[src/rtl/gate_truth_checker_settle_timer.sv]
`default_nettype none
// ============================================================================
// Module      : gtc_settle_timer
// Description : 8-bit loadable down-counter that stops at zero and flags it.
//               Times the settle window after each stimulus vector.
// Revision    : 1.0 - initial release
// ============================================================================
module gtc_settle_timer (
    input  logic       clk,
    input  logic       rst_n,
    input  logic       i_load,
    input  logic [7:0] i_load_val,
    output logic       o_zero
);

    logic [7:0] r_count;

    // Load has priority; otherwise count down and hold at zero
    always_ff @(posedge clk or negedge rst_n) begin
        if (!rst_n) begin
            r_count <= 8'd0;
        end else if (i_load) begin
            r_count <= i_load_val;
        end else if (r_count != 8'd0) begin
            r_count <= r_count - 8'd1;
        end
    end

    assign o_zero = (r_count == 8'd0);

endmodule
`default_nettype wire

[config.mk]
export PLATFORM = sky130hd
export DESIGN_NAME = gtc_settle_timer
export DESIGN_NICKNAME = d
export VERILOG_FILES = /design/src/rtl/gate_truth_checker_settle_timer.sv
export SDC_FILE = /design/constraint.sdc
export NUM_CORES = 1
export LEC_CHECK = 0
export ABC_AREA = 1
export CAP_MARGIN = 5
export CELL_PAD_IN_SITES_DETAIL_PLACEMENT = 0
export CELL_PAD_IN_SITES_GLOBAL_PLACEMENT = 2
export CORE_ASPECT_RATIO = 0.6
export CORE_MARGIN = 1
export CORE_UTILIZATION = 23
export DETAILED_ROUTE_END_ITERATION = 10
export GPL_TIMING_DRIVEN = 0
export PLACE_DENSITY_LB_ADDON = 0.3
export SKIP_LAST_GASP = 1
export SYNTH_ARGS = -nofsm -noshare
export SYNTH_HDL_FRONTEND = slang
export SYNTH_SLANG_ARGS = --single-unit
[constraint.sdc]
create_clock -name clk -period 1.3 [get_ports clk]
set_input_delay 0.13 -clock clk [delete_from_list [all_inputs] [get_ports clk]]
set_output_delay 0.13 -clock clk [all_outputs]
set_load 0.02 [all_outputs]
Yosys cells after proc, flatten, opt, wreduce, memory -nomap -nowiden
Index checks and enable logic that the tools add are counted.
- flip-flop bits (word level): 8
- latch bits: 0
- RAM bits: 0
- bits in read-only memories: 0
- input bits: 11
- output and inout port bits: 1
- word-level logic and storage cells: 7
- memories kept: 0
- $add $sub $neg: 1
- multiply operators: 0
- divide/modulo/power cells: 0
- $lt $le $gt $ge: 0
- eq/ne operators: 0
- shift operators: 0
- muxes and demuxes: 2
- bitwise logic cells: 0
- reductions and logical operators: 3
- operators with widths (cell ; number):
    $mux 8 ; 2
    $logic_not 8->1 ; 1
    $reduce_bool 8->1 ; 1
    $sub 8x1->8 const B ; 1
    $reduce_bool 2->1 ; 1

Longest topological paths before layout
Gate-level depths: netlist (run 1).
- depth after elaboration: 3
- mapped depth: 7
- depth with buffers taken out: 7

Worst setup path before layout (run 1)
Ideal clock, no wire load.
- path kind: reg2reg
- start: reg r_count[0]
- end: reg r_count[4]
- data arrival time: 1238 ps
- required time: 1180 ps
- setup slack: -58 ps
- cell stages (with the launch flop): 7
- buffers on the path: 0
- period minus slack after synthesis: 1358 ps
- cells stage by stage: dfrtp_1 > inv_1 > ha_1 > nand2_2 > nor2_4 > nand2_4 > a21boi_1
- cells in the longest elaborated chain, start to end: 3
- elaborated cells on any way between the ends: 5
- those cells by class: 1 x add/sub; 2 x mux; 2 x reduce/logical
- RTL lines (item ; line ; text):
    start: declaration ; 16 ; logic [7:0] r_count;
    start signal: assignment ; 23 ; r_count <= i_load_val;
    start signal: assignment ; 25 ; r_count <= r_count - 8'd1;
    $sub 8x1->8 ; 25 ;
    $mux 8 ; 24 ; end else if (r_count != 8'd0) begin
    $mux 8 ; 22 ; end else if (i_load) begin
Several ways; a longest one is shown, not always the timed one. The select of a mux whose other input is x is not followed.
A chain may end at the register's enable or synchronous reset.

Worst setup path after layout (run 1)
- start: reg r_count[5]
- end: out o_zero
- cells in the longest elaborated chain, start to end: 1
- RTL lines (item ; line ; text):
    $logic_not 8->1 ; 29 ; assign o_zero = (r_count == 8'd0);
    end: declaration ; 13 ; output logic o_zero
Every way passes these cells.

==> impl_results.md, run 1 <==
- Outcome: finished clean
- Clock Skew: 0.00629 ns
- WL/cell: 10.3 um
- Register area share after synthesis: 39.0%
- Pwr Total: 900 uW
- Initial Util: 26.1%
- WP data required: 1.17 ns
- Setup Crit Path Kind: reg2out
- Finished layout cell area: 795 sq um
- Port bufs: 11
- Worst min-delay path category: in2async
- Top cell type by total area after synthesis: dfrtp_1
- Pleak: 0.388 nW
- Final setup vio count: 0
- Setup crit end kind: primary output
- Ant diodes: 0
- Initial drt markers: 19
- Synth unique cells: 19
- Tightest Pin Transition: 0.411 ns
- Final wirelength: 1250 um
- Cell Area, Synth: 513 sq um
- # DRC: 0
- Global-route wire length before repair: 2130 um
- Syn nets: 83
- Largest regs: r_count (8)
- Placed cell areas: 671 sq um
- Pwr/cell area: 1130 nW/um^2
- Max stage delay cell, worst path: dfrtp_1
- Clock Path Buffers: 2
- Crit. Startpoint: r_count[5]$_DFFE_PN0P_
- CTS sink cnt: 8
- CP delay by family, top: flip-flops
- CP Launch Type: flip-flop
- Worst path max stage delay: 0.41 ns
- Via count: 480
- H-tree Lvls: 1
- Slew HR: 72.5%
- FMAX: 788 MHz
- HPWL Detailed: 921 um
- Critical-path cell list: nor2_2, nand2_1, nor2_4, buf_6
- Fraction of layout cells with a size suffix above 1: 29.0%
- MaxCap Viol Count: 0
- GRT overflow: 0
- Worst r2r src: r_count[5]$_DFFE_PN0P_
- Detail Route Antenna Nets: 0
- Final min period: 1.27 ns
- Drt first pass iters: 4
- Total global-route track usage: 12.5%
- Yosys warns: 0
- Buf/Inv on CP: 1
- Die width: 63.0 um
- Crit Path Max Fanout: 3
- Max FFs per register: 8
- Cell Rows: 12
- Worst Path Arrival: 1.14 ns
- VDD IR-drop max: 0.483 mV
- Syn_area_per_cell: 7.23 sq um
- Yosys reg bits: 8
- Final hold violations: 0
- Area fraction of the dominant cell type after synthesis: 39.0%
- Vias per std cell: 3.97
- Initial antenna violation count: 0
- Slew Viols, Final: 0
- Syn Inst Count: 71
- CTS tree: yes
- Core box area: 1970 sq um
- Vias in the first global route: 486
- CTS root buf: clkbuf_8
- Crit share post-route: 97.6%
- Largest net degree at the start of global routing: 11
- DIE HEIGHT: 38.6 um
- Worst-path clk slew: 0.04 ns
- Area delta synth->final: 54.9%
- Final Wtd Congestion: 0.760
- Nets: 107
- Die ar.: 2430 sq um
- Clock Latency Late Sink: 0.23 ns
- Biggest register: r_count
- Synth area leaders: dfrtp_1, nand2_1, nor2_1
- Boundary Pins: 12
- TritonCTS buffer count: 3
- Hold slack: 0.199 ns
==> layer usage <==
metal,vias up,share of wire [%],track usage [%]
met5,-,0,0
met4,0,0.80,5.23
met3,3,6.1,5.59
met2,12,36,18.3
met1,198,57,15.9
li1,267,-,-
==> path summary, 6_finish.rpt <==
check                           cells after the start  slack (ns)                     end
worst max-delay path                                4        0.03                  o_zero
worst min-delay path                                1        0.20  r_count[4]$_DFFE_PN0P_
worst max register to register                      7        0.07  r_count[1]$_DFFE_PN0P_
worst min register to register                      3        0.58  r_count[7]$_DFFE_PN0P_
max in group asynchronous                           1        0.81  r_count[7]$_DFFE_PN0P_
min in group clk                                    3        0.44  r_count[3]$_DFFE_PN0P_
==> cells in the final DEF, fill, tap and decap left out, drive strengths merged <==
master	count
nand2	28
xnor2	1
inv	7
a21boi	1
o21ai	6
xor2	1
nand4	1
dfrtp	8
clkdlybuf4s50	10
nand3	5
clkbuf	3
buf	10
nor2	11
ha	1
==> kinds of logic (layout without fill, tap and decap cells) <==
group,after synthesis,after routing,share of synthesized area [%]
and+or+nand+nor,45,45,39.5
AOI/OAI and AO/OA,7,7,9.51
xor gates and xnor gates,2,2,3.42
buffers and inverters,8,30,6.10
adders and majority gates,1,1,2.44
DFF,8,8,39.0
==> Yosys cell counts (all sizes together) <==
master	count
ha	1
nand4	1
nor2	11
xor2	1
xnor2	1
a21boi	1
inv	7
o21ai	6
dfrtp	8
nand3	5
buf	1
nand2	28
==> metrics by stage <==
step | setup WS (ns) | cells | utilization (%) | setup TNS (ns)
floorplan | 0.0374 | 71 | - | 0
global placement | -0.349 | 110 | 34.1 | -0.349
detailed placement | -0.359 | 110 | 34.1 | -0.359
CTS | 0.0106 | 116 | 37.4 | 0
global route | -0.0255 | 121 | 40.4 | -0.0427
finish | 0.0316 | 121 | 40.4 | 0
==> where the power goes <==
part	total, mW	switching (mW)	internal, mW
clock	0.300	0.0996	0.201
sequential	0.323	0.0386	0.285
combinational	0.276	0.135	0.141
total	0.900	0.274	0.626
==> cell type report <==
cell class | instances | area [sq um]
buffer | 1 | 5.00
clock buffer | 3 | 41.3
fill | 213 | 1170
inverter | 7 | 26.3
multi-input combinational | 55 | 312
sequential | 8 | 200
tap | 28 | 35.0
timing repair buffer | 19 | 175
==> repair_timing <==
action	4_1_cts	5_1_grt
pin swaps	2	4
setup endpoints to repair	1	9
buffers inserted	3	5
resized for setup	8	5
hold buffers	0	0
No activity file was read; power rests on OpenSTA's default activity.
==> inputs of run 2 (changes only) <==
--- a/config.mk
+++ b/config.mk
@@ -15,7 +15,6 @@
 export DETAILED_ROUTE_END_ITERATION = 10
 export GPL_TIMING_DRIVEN = 0
 export PLACE_DENSITY_LB_ADDON = 0.3
-export SKIP_LAST_GASP = 1
 export SYNTH_ARGS = -nofsm -noshare
 export SYNTH_HDL_FRONTEND = slang
 export SYNTH_SLANG_ARGS = --single-unit
==> results of run 2 <==
Final layout, timing and power as in run 1 (identical DEF).
